## config.mk

```make
export PLATFORM = sky130hd
export DESIGN_NAME = hazard_forward_ctrl
export DESIGN_NICKNAME = d
export VERILOG_FILES = /design/src/rtl/hazard_forward_ctrl.sv
export SDC_FILE = /design/constraint.sdc
export NUM_CORES = 1
export LEC_CHECK = 0
export CAP_MARGIN = 0
export CORE_MARGIN = 2
export CORE_UTILIZATION = 50
export DETAILED_ROUTE_END_ITERATION = 8
export GPL_TIMING_DRIVEN = 0
export PLACE_DENSITY = 0.73
export SLEW_MARGIN = 20
export SYNTH_ARGS = -nofsm -noshare
export SYNTH_HDL_FRONTEND = slang
export SYNTH_SLANG_ARGS = --single-unit
```

## constraint.sdc

```tcl
create_clock -name clk -period 3.6 [get_ports clk]
set_input_delay 1.08 -clock clk [delete_from_list [all_inputs] [get_ports clk]]
set_output_delay 1.08 -clock clk [all_outputs]
set_load 0.03 [all_outputs]
```

## src/rtl/hazard_forward_ctrl.sv

```systemverilog
// Hazard and forwarding controller for the 5-stage core: EX operand forward selects,
// load-use stall, multi-cycle EX op sequencing and a saturating stall-cycle counter.
module hazard_forward_ctrl #(
  parameter int REG_AW = 5,
  parameter int MC_LAT = 4,
  parameter int CNT_W  = 16
) (
  input  logic              clk,
  input  logic              rst_n,
  input  logic              id_valid,
  input  logic [REG_AW-1:0] id_rs1,
  input  logic [REG_AW-1:0] id_rs2,
  input  logic              id_rs1_used,
  input  logic              id_rs2_used,
  input  logic [REG_AW-1:0] id_rd,
  input  logic              id_we,
  input  logic              id_is_load,
  input  logic              id_is_multi,
  input  logic              flush,
  output logic [1:0]        forward_a_sel,
  output logic [1:0]        forward_b_sel,
  output logic              stall_if,
  output logic              hold_ex,
  output logic              bubble_ex,
  output logic              bubble_mem,
  output logic              mc_start,
  output logic [CNT_W-1:0]  stall_cnt
);

  localparam logic [3:0] MC_LAST = 4'(MC_LAT - 1);

  typedef enum logic {IDLE, MC_BUSY} state_t;

  state_t            state_reg, state_next;
  logic [3:0]        cnt_reg, cnt_next;

  logic              ex_valid_reg, ex_we_reg, ex_load_reg, ex_multi_reg;
  logic              ex_rs1_used_reg, ex_rs2_used_reg;
  logic [REG_AW-1:0] ex_rd_reg, ex_rs1_reg, ex_rs2_reg;
  logic              mem_valid_reg, mem_we_reg;
  logic [REG_AW-1:0] mem_rd_reg;
  logic              wb_valid_reg, wb_we_reg;
  logic [REG_AW-1:0] wb_rd_reg;
  logic [CNT_W-1:0]  stall_cnt_reg;

  logic              ld_stall;
  logic              enter_multi;

  // Forwarding for both EX source operands; index 0 of each array is rs1, index 1 is rs2.
  logic [REG_AW-1:0] src_idx  [2];
  logic              src_used [2];
  logic [1:0]        fwd_sel  [2];

  assign src_idx[0]  = ex_rs1_reg;
  assign src_idx[1]  = ex_rs2_reg;
  assign src_used[0] = ex_rs1_used_reg;
  assign src_used[1] = ex_rs2_used_reg;

  for (genvar gi = 0; gi < 2; gi++) begin : g_fwd
    logic hit_mem, hit_wb;
    assign hit_mem = ex_valid_reg & src_used[gi] & mem_valid_reg & mem_we_reg &
                     (mem_rd_reg != '0) & (src_idx[gi] == mem_rd_reg);
    assign hit_wb  = ex_valid_reg & src_used[gi] & wb_valid_reg & wb_we_reg &
                     (wb_rd_reg != '0) & (src_idx[gi] == wb_rd_reg);
    assign fwd_sel[gi] = hit_mem ? 2'b10 : (hit_wb ? 2'b01 : 2'b00);
  end

  assign forward_a_sel = fwd_sel[0];
  assign forward_b_sel = fwd_sel[1];

  assign hold_ex  = (state_reg == MC_BUSY) & ex_valid_reg & ex_multi_reg & (cnt_reg != MC_LAST);
  assign mc_start = (state_reg == MC_BUSY) & (cnt_reg == 4'd0);

  assign ld_stall = ex_valid_reg & ex_load_reg & ex_we_reg & (ex_rd_reg != '0) & id_valid &
                    ((id_rs1_used & (id_rs1 == ex_rd_reg)) | (id_rs2_used & (id_rs2 == ex_rd_reg))) &
                    ~hold_ex;

  // flush is a raw input, so mask it while reset is asserted to keep every control low.
  assign bubble_ex  = (ld_stall | flush) & ~hold_ex & rst_n;
  assign stall_if   = ld_stall | hold_ex;
  assign bubble_mem = hold_ex;
  assign stall_cnt  = stall_cnt_reg;

  // A multi op is considered started on the edge that loads it into EX.
  assign enter_multi = ~hold_ex & ~bubble_ex & id_valid & id_is_multi;

  always_comb begin
    state_next = state_reg;
    cnt_next   = cnt_reg;
    case (state_reg)
      IDLE: begin
        cnt_next = 4'd0;
        if (enter_multi) state_next = MC_BUSY;
      end
      MC_BUSY: begin
        if (cnt_reg == MC_LAST) begin
          cnt_next   = 4'd0;
          state_next = enter_multi ? MC_BUSY : IDLE;
        end else begin
          cnt_next = cnt_reg + 4'd1;
        end
      end
      default: begin
        state_next = IDLE;
        cnt_next   = 4'd0;
      end
    endcase
  end

  always_ff @(posedge clk or negedge rst_n) begin
    if (!rst_n) begin
      state_reg       <= IDLE;
      cnt_reg         <= 4'd0;
      ex_valid_reg    <= 1'b0;
      ex_we_reg       <= 1'b0;
      ex_load_reg     <= 1'b0;
      ex_multi_reg    <= 1'b0;
      ex_rs1_used_reg <= 1'b0;
      ex_rs2_used_reg <= 1'b0;
      ex_rd_reg       <= '0;
      ex_rs1_reg      <= '0;
      ex_rs2_reg      <= '0;
      mem_valid_reg   <= 1'b0;
      mem_we_reg      <= 1'b0;
      mem_rd_reg      <= '0;
      wb_valid_reg    <= 1'b0;
      wb_we_reg       <= 1'b0;
      wb_rd_reg       <= '0;
      stall_cnt_reg   <= '0;
    end else begin
      state_reg     <= state_next;
      cnt_reg       <= cnt_next;
      wb_valid_reg  <= mem_valid_reg;
      wb_we_reg     <= mem_we_reg;
      wb_rd_reg     <= mem_rd_reg;
      mem_valid_reg <= ex_valid_reg & ~hold_ex;
      mem_we_reg    <= ex_we_reg;
      mem_rd_reg    <= ex_rd_reg;
      if (!hold_ex) begin
        ex_valid_reg    <= id_valid & ~bubble_ex;
        ex_we_reg       <= id_we;
        ex_load_reg     <= id_is_load;
        ex_multi_reg    <= id_is_multi;
        ex_rs1_used_reg <= id_rs1_used;
        ex_rs2_used_reg <= id_rs2_used;
        ex_rd_reg       <= id_rd;
        ex_rs1_reg      <= id_rs1;
        ex_rs2_reg      <= id_rs2;
      end
      if (stall_if && (stall_cnt_reg != {CNT_W{1'b1}})) stall_cnt_reg <= stall_cnt_reg + 1'b1;
    end
  end

endmodule

```

# Word level (Yosys, flattened, before mapping)
# Cells that the tools add are included.
# Widths: inputs -> output; s select.
# classes
n_addsub	2
n_eq_ne	9
mux	9
bitwise	43
reduce_logical	5
# op_table
op	n
$and 1x1->1	37
$eq 5x5->1	6
$add 16x1->16 const B	1
$ne 16x16->1 const B	1
$reduce_bool 5->1	3
$pmux 4 s2	1
$add 4x1->4 const B	1
$eq 4x2->1 const B	1
$logic_not 4->1	1
$mux 1	4
$mux 2	2
$mux 4	1
$ne 4x2->1 const B	1
$not 1->1	3
$or 1x1->1	3
$pmux 1 s2	1
$logic_and 1x1->1	1
# totals
reg_bits	56
input_bits	24
out_inout_bits	25
wordCells	86

# Depth between registers and ports, before layout
# Gate-level depths: netlist of the first run.
# depth
depth_word	16
depth_mapped	9
mapped_depth_nobuf	8

# Worst setup path before layout of the first run
# Ideal clock, no wire load.
# synth_timing
kind	reg-to-output
startpoint	register mem_rd_reg[1]
endpoint	output port forward_a_sel[0]
t_arrival_ns	2.188
t_required_ns	2.520
path_slack_ns	0.332
stages_incl_launch_ff	5
path_buffers	0
path_cell_list	dfrtp_1 -> or4_1 -> o211ai_1 -> nor4_1 -> nor4_1
# synth_between
elab_chain_cells	4
elab_cells_between_ends	5
classes_between	1 x eq/ne; 1 x mux; 2 x bitwise; 1 x reduce/logical
# synth_rtl
item	line_no	source
from (decl)	41	logic [REG_AW-1:0] mem_rd_reg;
from (signal assigned)	138	mem_rd_reg <= ex_rd_reg;
$reduce_bool 5->1	62	(mem_rd_reg != '0) & (src_idx[gi] == mem_rd_reg);
$and 1x1->1	61	assign hit_mem = ex_valid_reg & src_used[gi] & mem_valid_reg & mem_we_reg &
$and 1x1->1 *	62	
named net g_fwd[0].hit_mem	60	logic hit_mem, hit_wb;
$mux 2 *	65	assign fwd_sel[gi] = hit_mem ? 2'b10 : (hit_wb ? 2'b01 : 2'b00);
to (decl)	20	output logic [1:0] forward_a_sel,
# Mark *: on every way through the listed nets, which the timed path passes. The rest lies on a longest branch.

# Final worst setup path of the first run
# layout_timing
startpoint	input port id_rs2_used
endpoint	output port bubble_ex
# layout_between
elab_chain_cells	7
# layout_rtl
item	line_no	source
from (decl)	14	input logic id_rs2_used,
$and 1x1->1	75	((id_rs1_used & (id_rs1 == ex_rd_reg)) | (id_rs2_used & (id_rs2 == ex_rd_reg))) &
$or 1x1->1	75	
$and 1x1->1	74	assign ld_stall = ex_valid_reg & ex_load_reg & ex_we_reg & (ex_rd_reg != '0) & id_valid &
$and 1x1->1	75	
$or 1x1->1	79	assign bubble_ex = (ld_stall | flush) & ~hold_ex & rst_n;
$and 1x1->1 (2 in series)	79	
to (decl)	24	output logic bubble_ex,
# No other way between the ends.

==> results.tsv, run 1 <==
metric	value	unit
fin_skew	0.00470	ns
synth_cell_types	37	
netlist_area	2600	µm²
maxSlewViolCount	0	
drc_errors	0	
regArea	1400	µm²
met1_usage	26.0	%
outcome	finished, final reports clean	
synth_edf_count	0	
multi_input_area	1130	µm²
yosysSeqAreaShare	53.9	%
grt_max_degree	58	
synth_fp_nets	286	
rr_worst_depth	8	
clk_latency	0.30	ns
crit-reg2reg-launch	cnt_reg[0]	
grt.busiest_layer	met2	
pin_count	49	
startpoint	id_rs2_used	
finalSetupViolCount	0	
core	5070	µm²
syn_inst	259	
cp_num_buf_inv	2	
regToRegSetupSlack	1.38	ns
syn2layout_area_growth	29.0	%
clk_pin_slew	0.10	ns
finalCriticalPeriod	3.54	ns
tritoncts	built	
die_h	76.1	µm
wl	5320	µm
p_per_area	598	nW/µm²
rsz0062_at_grt	true	
via_per_inst	5.01	
drt_first_pass_iters	4	
holdBufCountCts	0	
path_delay_family	buffers and inverters	
ir_worst_vdd	0.383	mV
max_freq	0.282	GHz
design_area	3350	µm²
worst_slew_pin_slew	0.718	ns
setup_ws	0.0601	ns
grt_use_met2	33.2	%
io_buffers	48	
place_area	3170	µm²
drv_cap	0	
setup.worst_path.start_class	primary input	
vias	1960	
reg2reg_to	stall_cnt[1]	
grt-ovfl-total	0	
fill_cells	437	
endpoint	bubble_ex	
grt_pass1_vias	1981	
initial_core_util	51.3	%
fin_nets	347	
p_leak	1.62	nW
dp_hpwl	3900	µm
rows	26	
synth-warning-count	0	
cts_max_path_buffers	2	
critPathArrivalTime	2.46	ns
cts-buffers-inserted	5	
grt_antenna_before_repair	0	
die_w	76.1	µm
synth_seq_cells	56	
hp-class	register to register	
crit_path_max_incr_delay	0.51	ns
fin_crit_sh	98.3	%
die-area	5800	µm²
cp-end-kind	output port	
grt_use_total	19.6	%
critPathRequiredTime	2.52	ns
drive_above_1_share	10.3	%
cp_cell_sequence	clkdlybuf4s50_1 -> nand2_1 -> o22ai_2 -> and2_4 -> o21a_1 -> and2_4 -> buf_6	
path_class	primary input to output port	
hold_ws	0.408	ns
async_flop_share	100	%
globalplace.congestion	0.782	
avgSynthCellArea	10.0	µm²
cp_max_fo	3	
ant_nets	0	
path_depth	7	
max-slew-margin-rel	52.1	%
clkSinkCount	56	
root_buffer	clkbuf_8	
ys.flop_type	dfrtp_1	
grtUsageMet3	4.50	%
largest_reg_flops	16	
wire_per_inst	13.6	µm
n_antenna_cell	0	
finalHoldViolCount	0	
first_iter_violations	108	
place_ws	-0.754	ns
cpMaxStageDelayCell	clkdlybuf4s50_1	
grt_pass1_wl	9150	µm
crit_top_cell	and2_4	
htreeDepth	2	
-- Yosys cell counts (2+ instances only) --
| master | number | area share [%] |
|---|---|---|
| and2_1 | 5 | 1.2 |
| nand3_1 | 6 | 1.2 |
| nor4_1 | 11 | 2.6 |
| inv_1 | 7 | 1.0 |
| xnor2_1 | 24 | 8.1 |
| xor2_1 | 22 | 7.4 |
| nand2b_1 | 2 | 0.48 |
| o211ai_1 | 2 | 0.58 |
| nand4_1 | 7 | 1.7 |
| dfrtp_1 | 56 | 54 |
| nand2_1 | 71 | 10 |
| nor2_1 | 9 | 1.3 |
| buf_4 | 3 | 0.87 |
| o21ai_0 | 2 | 0.38 |
| nor3_1 | 5 | 0.96 |
| ha_1 | 3 | 1.4 |
| clkbuf_1 | 4 | 0.58 |
-- cell type report --
type | instances | area share, %
Inverter | 8 | 0.895
Buffer | 9 | 1.64
Multi-Input combinational cell | 186 | 33.7
Sequential cell | 56 | 41.8
Clock inverter | 3 | 1.27
Tap cell | 70 | 2.61
Timing Repair Buffer | 54 | 16.0
Clock buffer | 5 | 2.05
-- layout by cell type, fill, tap and decap left out, types with 3 or more instances in the layout --
cell type	synthesis	routed
nand2_1	71	71
dfrtp_1	56	56
clkdlybuf4s50_1	0	31
xnor2_1	24	24
xor2_1	22	22
nor4_1	11	11
buf_4	3	11
nor2_1	9	9
dlymetal6s2s_1	0	9
inv_1	7	7
nand4_1	7	7
nand3_1	6	6
nor3_1	5	5
clkbuf_8	0	5
dlygate4sd2_1	0	5
and2_1	5	3
clkbuf_1	4	3
ha_1	3	3
-- per-stage QoR --
stage	setup TNS [ns]	total power (W)	instances	util (%)
detailed placement	-1.35	0.00161	377	62.4
global placement	-17.38	0.00159	377	62.5
finish	0	0.00201	391	66.1
floorplan	0	0.00137	259	-
global route	-0.0141	0.00214	391	66.1
CTS	-0.137	0.00201	386	64.7
-- power by group --
part / internal [W] / total [W] / switching (W)
Combinational: 0.000303 / 0.000643 / 0.000340
Clock: 0.000206 / 0.000401 / 0.000195
Sequential: 0.000781 / 0.000962 / 0.000181
Total: 0.00129 / 0.00201 / 0.000716
-- per-layer routing --
layer	part of all wire, %	vias to the layer above
met1	46	948
met4	0.90	0
met3	4.7	5
met2	48	33
li1	-	974
met5	0	-
-- worst min path at each step --
stage                         to  cells past startpoint  slack [ns]           from
finish              wb_valid_reg                      0        0.41  mem_valid_reg
global route           wb_we_reg                      0        0.42     mem_we_reg
CTS                    wb_we_reg                      0        0.41     mem_we_reg
detailed placement     wb_we_reg                      0        0.39     mem_we_reg
global placement       wb_we_reg                      0        0.37     mem_we_reg
floorplan              wb_we_reg                      0        0.35     mem_we_reg
-- what timing repair did --
| action | 4_1_cts | 5_1_grt |
|---|---|---|
| pin swaps | 1 | 7 |
| resized for setup | 20 | 12 |
| setup buffers | 1 | 5 |
| endpoints found under the setup margin | 6 | 3 |
-- kinds of logic after synthesis --
logic type / count (synthesis) / share of synthesized area (%)
AOI/OAI and AO/OA: 11 / 3.08
xor gates and xnor gates: 46 / 15.5
adders and majority gates: 3 / 1.44
buffers and inverters: 17 / 3.22
DFF: 56 / 53.9
muxes: 1 / 0.433
and+or+nand+nor: 125 / 22.5
No activity file was read; power rests on OpenSTA's default activity.
==> run 2: changes to the inputs <==
- CORE_MARGIN: 2 -> unset
- PLACE_DENSITY: 0.73 -> 0.77
==> run 2 against run 1 <==
  * Worst setup slack improved by 0.022 ns
  * Critical endpoint unchanged
  * Sequential share of layout area grew 0.27 points
  * Global-route usage is 2.6 points higher
  * Non-clock buffer count is 2 lower
  * Wire length increased by 1.7%
  * Worst hold slack worse by 0.015 ns
  * Total power is 0.24% higher
  * Critical path depth unchanged
==> results.tsv, run 2 (synthesis results as in run 1) <==
metric	value	unit	change
io_buffers	48		unchanged
clkSinkCount	56		unchanged
initial_core_util	53.7	%	+2.4 points
p_total	0.00201	W	+0.24%
cpMaxStageDelayCell	clkdlybuf4s50_1		
hp-class	register to register		
grt-ovfl-total	0		unchanged
critPathRequiredTime	2.52	ns	about the same
wire_per_inst	14.0	µm	+3.0%
grt_pass1_wl	9060	µm	-0.98%
syn2layout_area_growth	28.1	%	
cp-end-kind	output port		
regArea	1400	µm²	unchanged
drc_errors	0		unchanged
ant_nets	0		unchanged
cp_cell_sequence	clkdlybuf4s50_1 -> nand2_1 -> o22ai_2 -> and2_4 -> o21a_1 -> and2_4 -> buf_6		
fin_crit_sh	97.7	%	-0.60 points
p_leak	1.62	nW	+0.36%
max_freq	0.284	GHz	+0.62%
ir_worst_vdd	0.405	mV	+5.7%
n_antenna_cell	0		unchanged
worst_slew_pin_slew	0.703	ns	-0.0153 ns
root_buffer	clkbuf_8		
finalSetupViolCount	0		unchanged
first_iter_violations	124		+15%
vias	1978		+0.92%
finalHoldViolCount	0		unchanged
p_per_area	603	nW/µm²	+0.88%
core	4850	µm²	-4.5%
setup_tns	0	ns	unchanged
crit_path_max_incr_delay	0.50	ns	about the same
grt_max_degree	58		unchanged
fin_skew	0.00872	ns	+0.00402 ns
max-slew-margin-rel	53.1	%	+1.0 points
drv_cap	0		unchanged
grt_use_total	22.2	%	+2.6 points
holdBufCountCts	0		unchanged
outcome	finished, final reports clean		
crit_top_cell	and2_4		
via_per_inst	5.12		+2.2%
pin_count	49		unchanged
path_class	primary input to output port		
rsz0062_at_grt	false		
die_h	74.1	µm	-2.6%
fin_nets	345		-0.58%
final_common_cell	nand2_1		
tritoncts	built		
cp_max_fo	3		unchanged
dp_hpwl	3900	µm	about the same
multi_input_area	1130	µm²	unchanged
maxSlewViolCount	0		unchanged
die_w	74.1	µm	-2.6%
wl	5410	µm	+1.7%
finalCriticalPeriod	3.52	ns	-0.0218 ns
critPathArrivalTime	2.44	ns	-0.02 ns
rows	25		-3.8%
setup.worst_path.start_class	primary input		
clk_pin_slew	0.09	ns	about the same
largest_reg_flops	16		unchanged
cts-buffers-inserted	5		unchanged
utilization	68.7	%	+2.6 points
die-area	5500	µm²	-5.2%
grt_antenna_before_repair	0		unchanged
clk_latency	0.31	ns	about the same
drive_above_1_share	9.72	%	-0.56 points
regToRegSetupSlack	1.34	ns	-0.04 ns
fill_cells	392		-10%
drt_first_pass_iters	4		unchanged
htreeDepth	2		unchanged
grt_pass1_vias	1923		-2.9%
final_cell_mix	71 x nand2_1, 56 x dfrtp_1, 29 x clkdlybuf4s50_1		
cts_max_path_buffers	2		unchanged
globalplace.congestion	0.875		+12%
[run 2: cell count changes in the layout (fill, tap and decap cells not counted)]
cell / delta
dlygate4sd2_1: -1
dlymetal6s2s_1: +2
buf_4: -2
clkdlybuf4s50_1: -2
clkbuf_1: +1
clkbuf_2: +1
clkinvlp_4: -1
[run 2: area by class of cell]
cell class / count / area share, %
clock buffer: 6 / 2.18
tap: 67 / 2.52
multi-input combinational: 186 / 33.9
buffer: 9 / 1.65
sequential: 56 / 42.0
timing repair buffer: 52 / 15.7
clock inverter: 2 / 1.05
inverter: 8 / 0.901
[run 2: timing repair]
action                     4_1_cts  5_1_grt
setup buffers                    0        4
cloned                           0        0
resized for setup               21       16
setup endpoints to repair        6        4
hold endpoints to repair         0        0
pin swaps                        1        6
[run 2: final timing paths]
kind / start / endpoint / depth (start not counted)
max reg2reg: cnt_reg[0] / stall_cnt[1] / 8
min: mem_valid_reg / wb_valid_reg / 0
min reg2reg: mem_valid_reg / wb_valid_reg / 0
min in group asynchronous: rst_n / ex_rs2_reg[0] / 1
max in group asynchronous: rst_n / ex_rd_reg[4] / 1
max: id_rs1_used / bubble_ex / 7
[run 2: metal layers]
metal	up-vias	GRT usage [%]	part of all wire, %
li1	959	-	-
met1	963	30.3	46
met2	47	34.5	48
met3	9	6.23	5.0
met4	0	7.26	1.4
met5	-	0	0
[run 2: worst max-delay path, delay by kind of cell]
kind            cells  cell delay, ns
buf+inv             2            0.62
simple gates        3            0.42
compound gates      2            0.32
[run 2: power breakdown]
group | switching, W | leakage (nW) | internal [W] | total [W]
logic | 0.000342 | 0.885 | 0.000302 | 0.000643
registers | 0.000185 | 0.683 | 0.000781 | 0.000965
clock network | 0.000195 | 0.0552 | 0.000207 | 0.000402
[run 2: metrics by stage]
step	cell area, µm²	instances	setup WS (ns)	hold WS (ns)
after global routing	3330	386	0.00686	0.416
after floorplan	2600	259	0.332	0.354
after detailed placement	3160	374	-0.772	0.380
final	3330	386	0.0819	0.393
after global placement	3170	374	-1.98	0.372
after CTS	3270	382	-0.155	0.401
==> run 3: changes to the inputs <==
==> constraint.sdc (replaced) <==
create_clock -name clk -period 3.6 [get_ports clk]
set_input_delay 1.08 -clock clk [delete_from_list [all_inputs] [get_ports clk]]
set_output_delay 1.08 -clock clk [all_outputs]
set_load 0.005 [all_outputs]
==> run 3 against run 2 <==
  * Worst hold slack is essentially flat
  * Global-route usage grew 0.20 points
  * Sequential cell count is the same
  * Register-to-register slack is essentially flat
  * Maximum frequency shrank 1.8%
  * Critical endpoint unchanged
==> results.tsv, run 3 (synthesis results as in run 1) <==
metric	value	unit	change
holdPathStages	0		unchanged
path_depth	9		+2
maxSlewViolCount	0		unchanged
drc_errors	0		unchanged
ir_worst_vdd	0.366	mV	-9.7%
first_iter_violations	85		-31%
grt_pass1_vias	1923		unchanged
grt-ovfl-total	0		unchanged
max-slew-margin-rel	52.9	%	-0.21 points
rsz0062_at_grt	true		
cpMaxStageDelayCell	clkdlybuf4s15_1		
via_per_inst	5.13		about the same
drt_first_pass_iters	4		unchanged
path_class	primary input to output port		
drv_cap	0		unchanged
fill_cells	387		-1.3%
power.switching	0.000643	W	-11%
hold_ws	0.393	ns	-0.000125 ns
rr_worst_depth	8		unchanged
ant_nets	0		unchanged
fin_skew	0.00681	ns	-0.00191 ns
io_buffers	48		unchanged
regArea	1400	µm²	unchanged
crit_top_cell	and2_4		
seqPwrFrac	49.6	%	+1.6 points
outcome	finished, final reports clean		
multi_input_area	1130	µm²	-0.33%
die-area	5500	µm²	unchanged
vias	2004		+1.3%
grt_pass1_wl	9090	µm	+0.31%
worst_slew_pin_slew	0.706	ns	+0.00316 ns
wl	5480	µm	+1.4%
fin_nets	350		+1.4%
cp-end-kind	output port		
grt_max_degree	58		unchanged
clk_pin_slew	0.09	ns	about the same
syn2layout_area_growth	28.8	%	
drive_above_1_share	10.5	%	+0.78 points
fin_crit_sh	99.6	%	+1.8 points
largest_reg_flops	16		unchanged
critPathArrivalTime	2.50	ns	+0.06 ns
grt_use_total	22.4	%	+0.20 points
clkSinkCount	56		unchanged
finalCriticalPeriod	3.58	ns	+0.0660 ns
root_buffer	clkbuf_8		
utilization	69.1	%	+0.34 points
die_w	74.1	µm	unchanged
grt_antenna_before_repair	0		unchanged
critPathRequiredTime	2.52	ns	about the same
hp-class	register to register		
core	4850	µm²	unchanged
crit_path_max_incr_delay	0.21	ns	-0.29 ns
setup_tns	0	ns	unchanged
initial_core_util	53.7	%	unchanged
p_per_area	581	nW/µm²	-3.7%
htreeDepth	2		unchanged
cp_num_buf_inv	3		+1
finalHoldViolCount	0		unchanged
globalplace.congestion	0.875		unchanged
cts-buffers-inserted	5		unchanged
holdBufCountCts	0		unchanged
pin_count	49		unchanged
n_antenna_cell	0		unchanged
p_leak	1.59	nW	-2.1%
power_frac_comb	29.7	%	-2.3 points
dp_hpwl	3900	µm	unchanged
die_h	74.1	µm	unchanged
p_total	0.00195	W	-3.3%
tritoncts	built		
final_common_cell	nand2_1		
clk_latency	0.31	ns	about the same
cp_cell_sequence	clkdlybuf4s15_1 -> xnor2_1 -> nand4_1 -> o22ai_2 -> and2_4 -> buf_4 -> o21a_1 -> and2_4 -> clkdlybuf4s15_2		
setup.worst_path.start_class	primary input		
final_cell_mix	71 x nand2_1, 56 x dfrtp_1, 30 x clkdlybuf4s50_1		
internal_power	0.00130	W	+1.0%
cp_max_fo	2		-1
max_freq	0.279	GHz	-1.8%
pwr-share-clk	20.7	%	+0.7 points
finalSetupViolCount	0		unchanged
cts_max_path_buffers	2		unchanged
rows	25		unchanged
switching_share	33.0	%	-2.8 points
wire_per_inst	14.0	µm	about the same
path_delay_family	buffers and inverters		
==> run 3: cell count changes in the layout (fill, tap and decap cells not counted), sizes merged <==
cell	before	now
clkdlybuf4s15	0	7
buf	12	15
dlymetal6s2s	11	3
dlygate4sd2	4	6
clkdlybuf4s50	29	30
==> run 3: metrics by stage <==
stage,area [µm²],setup slack (ns),cells
floorplan,2600,0.585,259
global placement,3170,-1.81,374
detailed placement,3160,-0.602,374
CTS,3300,-0.0250,386
global route,3350,-0.0607,391
finish,3350,0.0159,391
==> run 3: final timing paths <==
path,from,to,slack [ns]
worst min register to register,mem_valid_reg,wb_valid_reg,0.39
worst min-delay path,mem_valid_reg,wb_valid_reg,0.39
min in group asynchronous,rst_n,ex_rs2_reg[0],0.81
worst max-delay path,id_rs2[1],bubble_ex,0.02
max in group asynchronous,rst_n,state_reg,2.32
worst max register to register,cnt_reg[0],stall_cnt[1],1.35
==> run 3: final cells by class <==
cell class	instances	share of cell area, %
tap	67	2.50
buffer	9	1.72
clock inverter	2	1.05
clock buffer	6	2.17
multi-input combinational	186	33.7
inverter	8	0.897
timing repair buffer	57	16.2
sequential	56	41.8
==> run 3: worst reg2reg max path, cell delays in order, from the launching register on <==
cell	delay, ns
dfrtp_1	0.39
ha_1	0.19
or3b_1	0.39
nand4_1	0.22
inv_2	0.11
o32a_1	0.18
o21ai_2	0.14
buf_6	0.20
mux2_2	0.33
==> run 3: timing repair <==
action / 4_1_cts / 5_1_grt
setup endpoints to repair: 5 / 6
resized for setup: 19 / 14
gates cloned: 0 / 0
buffers inserted: 4 / 5
pin swaps: 7 / 13
==> run 3: layer usage <==
metal | track usage, % | share of wire (%)
met1 | 30.4 | 47
met2 | 34.9 | 48
met3 | 6.91 | 4.9
met4 | 6.62 | 0.84
met5 | 0 | 0
==> run 3: power by group through the flow <==
stage | registers (W) | logic, W | clock network, W
floorplan | 0.000928 | 0.000361 | 0
global placement | 0.000970 | 0.000537 | 0
detailed placement | 0.000979 | 0.000553 | 0
CTS | 0.000966 | 0.000556 | 0.000411
global route | 0.000988 | 0.000651 | 0.000439
finish | 0.000965 | 0.000578 | 0.000403
